$ cat config.mk
export PLATFORM = sky130hd
export DESIGN_NAME = id_ex_stage_reg
export DESIGN_NICKNAME = d
export VERILOG_FILES = /design/src/rtl/id_ex_stage_reg.sv
export SDC_FILE = /design/constraint.sdc
export NUM_CORES = 1
export LEC_CHECK = 0
export CAP_MARGIN = 20
export CORE_ASPECT_RATIO = 0.75
export CORE_MARGIN = 2
export CORE_UTILIZATION = 39
export CTS_BUF_LIST = sky130_fd_sc_hd__clkbuf_8
export CTS_CLUSTER_SIZE = 12
export DETAILED_ROUTE_END_ITERATION = 8
export GPL_TIMING_DRIVEN = 0
export HOLD_SLACK_MARGIN = 0.05
export PLACE_DENSITY_LB_ADDON = 0.12
export SETUP_SLACK_MARGIN = 0.2
export SLEW_MARGIN = 10
export SYNTH_ARGS = -nofsm -noshare
export SYNTH_HDL_FRONTEND = slang
export SYNTH_SLANG_ARGS = --single-unit
$ cat constraint.sdc
create_clock -name clk -period 6.4 [get_ports clk]
set_input_delay 0.64 -clock clk [delete_from_list [all_inputs] [get_ports clk]]
set_output_delay 0.64 -clock clk [all_outputs]
set_load 0.03 [all_outputs]
$ cat src/rtl/id_ex_stage_reg.sv
// ID->EX pipeline register: captures decoded operands and control, with freeze (hold) and flush (bubble).
// Optional macro FORWARDING_EN adds src1/src2 register addresses for the EX forwarding unit.
module id_ex_stage_reg #(
    parameter int DATA_W     = 32,
    parameter int REG_ADDR_W = 4
) (
    input  logic                  clk,
    input  logic                  rst,
    input  logic                  freeze,
    input  logic                  flush,
    input  logic                  valid_in,
    input  logic [DATA_W-1:0]     PC_in,
    input  logic [DATA_W-1:0]     Val_Rn_in,
    input  logic [DATA_W-1:0]     Val_Rm_in,
    input  logic                  imm_in,
    input  logic [11:0]           Shift_operand_in,
    input  logic [23:0]           signed_imm_24_in,
    input  logic [REG_ADDR_W-1:0] Dest_in,
    input  logic [3:0]            EXE_CMD_in,
    input  logic                  MEM_R_EN_in,
    input  logic                  MEM_W_EN_in,
    input  logic                  WB_EN_in,
    input  logic                  B_in,
    input  logic                  S_in,
    input  logic [3:0]            SR_in,
`ifdef FORWARDING_EN
    input  logic [REG_ADDR_W-1:0] src1_in,
    input  logic [REG_ADDR_W-1:0] src2_in,
    output logic [REG_ADDR_W-1:0] src1_out,
    output logic [REG_ADDR_W-1:0] src2_out,
`endif
    output logic                  valid_out,
    output logic [DATA_W-1:0]     PC_out,
    output logic [DATA_W-1:0]     Val_Rn_out,
    output logic [DATA_W-1:0]     Val_Rm_out,
    output logic                  imm_out,
    output logic [11:0]           Shift_operand_out,
    output logic [23:0]           signed_imm_24_out,
    output logic [REG_ADDR_W-1:0] Dest_out,
    output logic [3:0]            EXE_CMD_out,
    output logic                  MEM_R_EN_out,
    output logic                  MEM_W_EN_out,
    output logic                  WB_EN_out,
    output logic                  B_out,
    output logic                  S_out,
    output logic [3:0]            SR_out,
    output logic                  is_ldr_or_str
);

    // Datapath fields: hold on freeze, zero on flush, otherwise capture.
    always_ff @(posedge clk or posedge rst) begin
        if (rst) begin
            PC_out            <= '0;
            Val_Rn_out        <= '0;
            Val_Rm_out        <= '0;
            imm_out           <= 1'b0;
            Shift_operand_out <= '0;
            signed_imm_24_out <= '0;
            Dest_out          <= '0;
            EXE_CMD_out       <= '0;
            SR_out            <= '0;
        end else if (!freeze) begin
            if (flush) begin
                PC_out            <= '0;
                Val_Rn_out        <= '0;
                Val_Rm_out        <= '0;
                imm_out           <= 1'b0;
                Shift_operand_out <= '0;
                signed_imm_24_out <= '0;
                Dest_out          <= '0;
                EXE_CMD_out       <= '0;
                SR_out            <= '0;
            end else begin
                PC_out            <= PC_in;
                Val_Rn_out        <= Val_Rn_in;
                Val_Rm_out        <= Val_Rm_in;
                imm_out           <= imm_in;
                Shift_operand_out <= Shift_operand_in;
                signed_imm_24_out <= signed_imm_24_in;
                Dest_out          <= Dest_in;
                EXE_CMD_out       <= EXE_CMD_in;
                SR_out            <= SR_in;
            end
        end
    end

    // Control fields: a slot without a real instruction must never write, access memory or branch.
    always_ff @(posedge clk or posedge rst) begin
        if (rst) begin
            valid_out    <= 1'b0;
            MEM_R_EN_out <= 1'b0;
            MEM_W_EN_out <= 1'b0;
            WB_EN_out    <= 1'b0;
            B_out        <= 1'b0;
            S_out        <= 1'b0;
        end else if (!freeze) begin
            if (flush) begin
                valid_out    <= 1'b0;
                MEM_R_EN_out <= 1'b0;
                MEM_W_EN_out <= 1'b0;
                WB_EN_out    <= 1'b0;
                B_out        <= 1'b0;
                S_out        <= 1'b0;
            end else begin
                valid_out    <= valid_in;
                MEM_R_EN_out <= MEM_R_EN_in & valid_in;
                MEM_W_EN_out <= MEM_W_EN_in & valid_in;
                WB_EN_out    <= WB_EN_in & valid_in;
                B_out        <= B_in & valid_in;
                S_out        <= S_in & valid_in;
            end
        end
    end

`ifdef FORWARDING_EN
    always_ff @(posedge clk or posedge rst) begin
        if (rst) begin
            src1_out <= '0;
            src2_out <= '0;
        end else if (!freeze) begin
            if (flush) begin
                src1_out <= '0;
                src2_out <= '0;
            end else begin
                src1_out <= src1_in;
                src2_out <= src2_in;
            end
        end
    end
`endif

    assign is_ldr_or_str = MEM_R_EN_out | MEM_W_EN_out;

endmodule

==> metrics.md <==
| Metric | Value |
|---|---|
| Post-synthesis compound-gate area fraction | `0.2408` |
| Switching power | `0.6952 mW` |
| Leading cell types in the layout, fill and taps excluded | `sky130_fd_sc_hd__clkdlybuf4s50_1, sky130_fd_sc_hd__dfrtp_1, sky130_fd_sc_hd__a22o_1` |
| Xor and xnor area share after synthesis | `0` |
| Largest family of logic cells by synthesized area | `compound AO/OA/AOI/OAI gates` |
| Wirelength, routed | `16790 um` |
| Net count reported at finish | `832` |
| Final-report max-slew violation count | `0` |
| GRT Overall Usage | `0.2296` |
| Top cell type by total area after synthesis | `sky130_fd_sc_hd__dfrtp_1` |
| Dpl ws | `roughly 4.4 ns` |
| Relative slew slack | `0.6659` |
| Total power per unit cell area | `253.8 nW/um^2` |
| Layout Cells excl Fill | `865` |
| Reg2Reg Launch Point | `signed_imm_24_out[7]$_DFFE_PP0N_` |
| Post-synth design cell area | `around 5400 sq um` |
| Multiplexer share of the synthesized area | `0` |
| Vias in the first global route | `4756` |
| RSZ-0062 raised after global routing | `false` |
| Average vias per placed instance | `5.102` |
| Data required time of the worst path | `5.76 ns` |
| Number of nets produced by synthesis | `507` |
| Slew at the pin closest to its max-slew limit | `0.5012 ns` |
| Flop pwr share | `0.465` |
| Avg Cell Area, Syn | `15.29 sq um` |
| Relative area change from synthesis to final layout | `68.22%` |
| Core Rows | `37` |
| Type of the tightest min-delay check | `flop to flop` |
| Initial standard-cell utilization of the core | `0.3955` |
| Number of clock buffers inserted by TritonCTS | `17` |
| Source-to-sink clock delay at the later pin of the worst-skew pair | `0.45 ns` |
| Clock tree from TritonCTS | `built` |
| Seq/Total Area, Yosys | `0.7020` |
| Number of nets with antenna violations after routing | `0` |
| Fin. Hold Viols | `0` |
| Simple logic cell fraction of the synthesized area | `0.01790` |
| Number of DRC violations after detailed routing | `0` |
| Synth Instances | `352` |
| Max Clock Freq | `about 0.42 GHz` |
| Bufs on Longest Clock Path | `2` |
| Status | `complete, no violations` |
| Placer's final routability congestion estimate | `0.7905` |
| Portion of the clock cycle consumed by the worst path in the final layout | `0.3746` |
| Die Outline Area | `~15000 sq um` |
| H-tree level count | `4` |
| Worst Setup Path Type | `flop to output port` |
| Post-CTS Hold Buffers | `0` |
| CTS clk-pin slew, worst paths | `about 0.080 ns` |
| Initial drt markers | `158` |
| Number of endpoints failing setup at the final stage | `0` |
| Worst r2r dst | `signed_imm_24_out[7]$_DFFE_PP0N_` |
| Clock share of power | `0.297` |
| Combinational Power Share | `0.238` |
| Number of antenna violations at the first check in global routing | `0` |
| CP Capture Point | `is_ldr_or_str` |
| Fraction of synthesized cell area taken by the top area cell type | `0.7020` |
| Count of cells resized by post-cts repair | `0` |
| PnR worst setup slack | `~4 ns` |
| Worst hold path startpoint | `PC_out[30]$_DFFE_PP0N_` |
| Horizontal extent of the die | `between 100 and 150 um` |
| Share of cells above drive strength 1 | `0.09565` |
| Sum of net half-perimeters after detailed placement | `12480 um` |
| Synthesis Warnings | `0` |
| Setup tns final | `0 ns` |
| Min cycle time layout | `roughly 2.4 ns` |
| Source of the critical timing path | `MEM_W_EN_out$_DFFE_PP0N_` |
| Number of input and output port buffers inserted | `305` |
| Global-route wire length before repair | `about 26000 um` |
| Count of TritonRoute iterations in the first routing pass | `4` |
| Post-synthesis sequential element count | `151` |
| Number of diodes added for antenna fixing | `0` |
| Via count | `4413` |
| Global route overflow | `0` |
| Standard cell core area | `13610 sq um` |
| Clock net sink count | `around 150` |
| Slack of the worst reg-to-reg path | `around 5.6 ns` |
| Kind of end point of the critical path | `output port` |
| Worst-case vdd ir drop | `0.1595 mV` |
| Startpoint types | `flop` |
| Leading cell type in the layout, fill and taps excluded | `sky130_fd_sc_hd__clkdlybuf4s50_1` |
| Standby leakage power | `4.048 nW` |
| Adder-cell share of the synthesized area | `0` |
| Synth cell types | `12` |
| Number of placed I/O pins | `just over 300` |
| Setup bufs post-CTS | `0` |
| Count of placed standard cells including taps | `833` |
| Signal arrival time at the worst endpoint | `1.76 ns` |
| Worst Skew | `0 ns` |
| Worst reg-to-reg path cell count | `1` |
| Wire length per cell | `19.41 um` |
| Worst Hold Slack | `0.4958 ns` |
| Max FO, Critical Path | `3` |
| Switching power as a share of total power | `0.3025` |
| Maximum number of pins on one net before global-route repair | `between 80 and 90` |
| Post-route core utilization | `0.6653` |
| Number of maximum-capacitance violations | `0` |
| Root buf cell | `sky130_fd_sc_hd__clkbuf_8` |
| Cell types with the largest area share after synthesis | `sky130_fd_sc_hd__dfrtp_1, sky130_fd_sc_hd__a22o_1, sky130_fd_sc_hd__buf_2, sky130_fd_sc_hd__buf_6, sky130_fd_sc_hd__nand2b_1` |
| Height of the die | `105.7 um` |
| Internal portion of total power | `1.603 mW` |
[state kept, by name, indices dropped and copies added (netlist names), 4 cells and up]
signal and cells:
Dest_out 4, EXE_CMD_out 4, PC_out 32, SR_out 4, Shift_operand_out 12, Val_Rm_out 32
Val_Rn_out 32, signed_imm_24_out 24
[area by class of cell]
cell class / count / area [sq um]
well taps: 175 / 219.0
repair buffers: 306 / 3080
inverters: 1 / 11.26
clock buffers: 17 / 234.0
plain buffers: 33 / 207.7
multi-input cells: 167 / 1393
flip-flops and latches: 151 / 3779
clock inverters: 15 / 131.4
fillers: 1041 / 4556
[stage by stage]
stage | area [sq um] | power [mW]
2_1_floorplan | 5383 | 1.344
3_3_place_gp | 8655 | 1.623
3_5_place_dp | 8690 | 1.637
4_1_cts | 9055 | 2.319
5_1_grt | 9055 | 2.391
6_report | 9055 | 2.298
[critical path: stages (launching register included)]
cell,delay (ns)
sky130_fd_sc_hd__dfrtp_1,0.41
sky130_fd_sc_hd__or2_2,0.30
sky130_fd_sc_hd__clkdlybuf4s50_1,0.59
[cell families after synthesis]
group	count (synthesis)
AO/OA/AOI/OAI	151
buffers and inverters	34
flip-flops	151
AND/OR/NAND/NOR	16
[layer usage]
layer,vias up,part of all wire,GRT usage
met1,2177,0.39,0.2680
li1,1998,-,-
met2,201,0.49,0.3813
met3,37,0.085,0.08905
met5,-,0,0
met4,0,0.027,0.09643
[worst min-delay path by stage]
stage	depth (start not counted)	end	slack, ns
after CTS	2	PC_out[30]$_DFFE_PP0N_	0.50
final	2	PC_out[30]$_DFFE_PP0N_	0.50
after global placement	2	B_out$_DFFE_PP0N_	0.47
after global routing	1	signed_imm_24_out[17]$_DFFE_PP0N_	0.52
after detailed placement	2	PC_out[30]$_DFFE_PP0N_	0.48
after floorplan	2	B_out$_DFFE_PP0N_	0.66
[power groups by stage]
stage / combinational (mW) / clock, mW / sequential [mW]
after floorplan: 0.114 / 0 / 1.23
after detailed placement: 0.551 / 0 / 1.09
final: 0.546 / 0.683 / 1.07
after CTS: 0.553 / 0.698 / 1.07
after global routing: 0.575 / 0.739 / 1.08
after global placement: 0.540 / 0 / 1.08
[cells in the mapped netlist]
library cell               instances
sky130_fd_sc_hd__a22o_1          144
sky130_fd_sc_hd__buf_2            22
sky130_fd_sc_hd__buf_4             1
sky130_fd_sc_hd__buf_6             7
sky130_fd_sc_hd__clkbuf_1          3
sky130_fd_sc_hd__dfrtp_1         151
sky130_fd_sc_hd__inv_1             1
sky130_fd_sc_hd__nand2_1           7
sky130_fd_sc_hd__nand2b_1          7
sky130_fd_sc_hd__nor2_8            1
sky130_fd_sc_hd__o21ai_0           7
sky130_fd_sc_hd__or2_2             1
No activity file was read; power rests on OpenSTA's default activity.
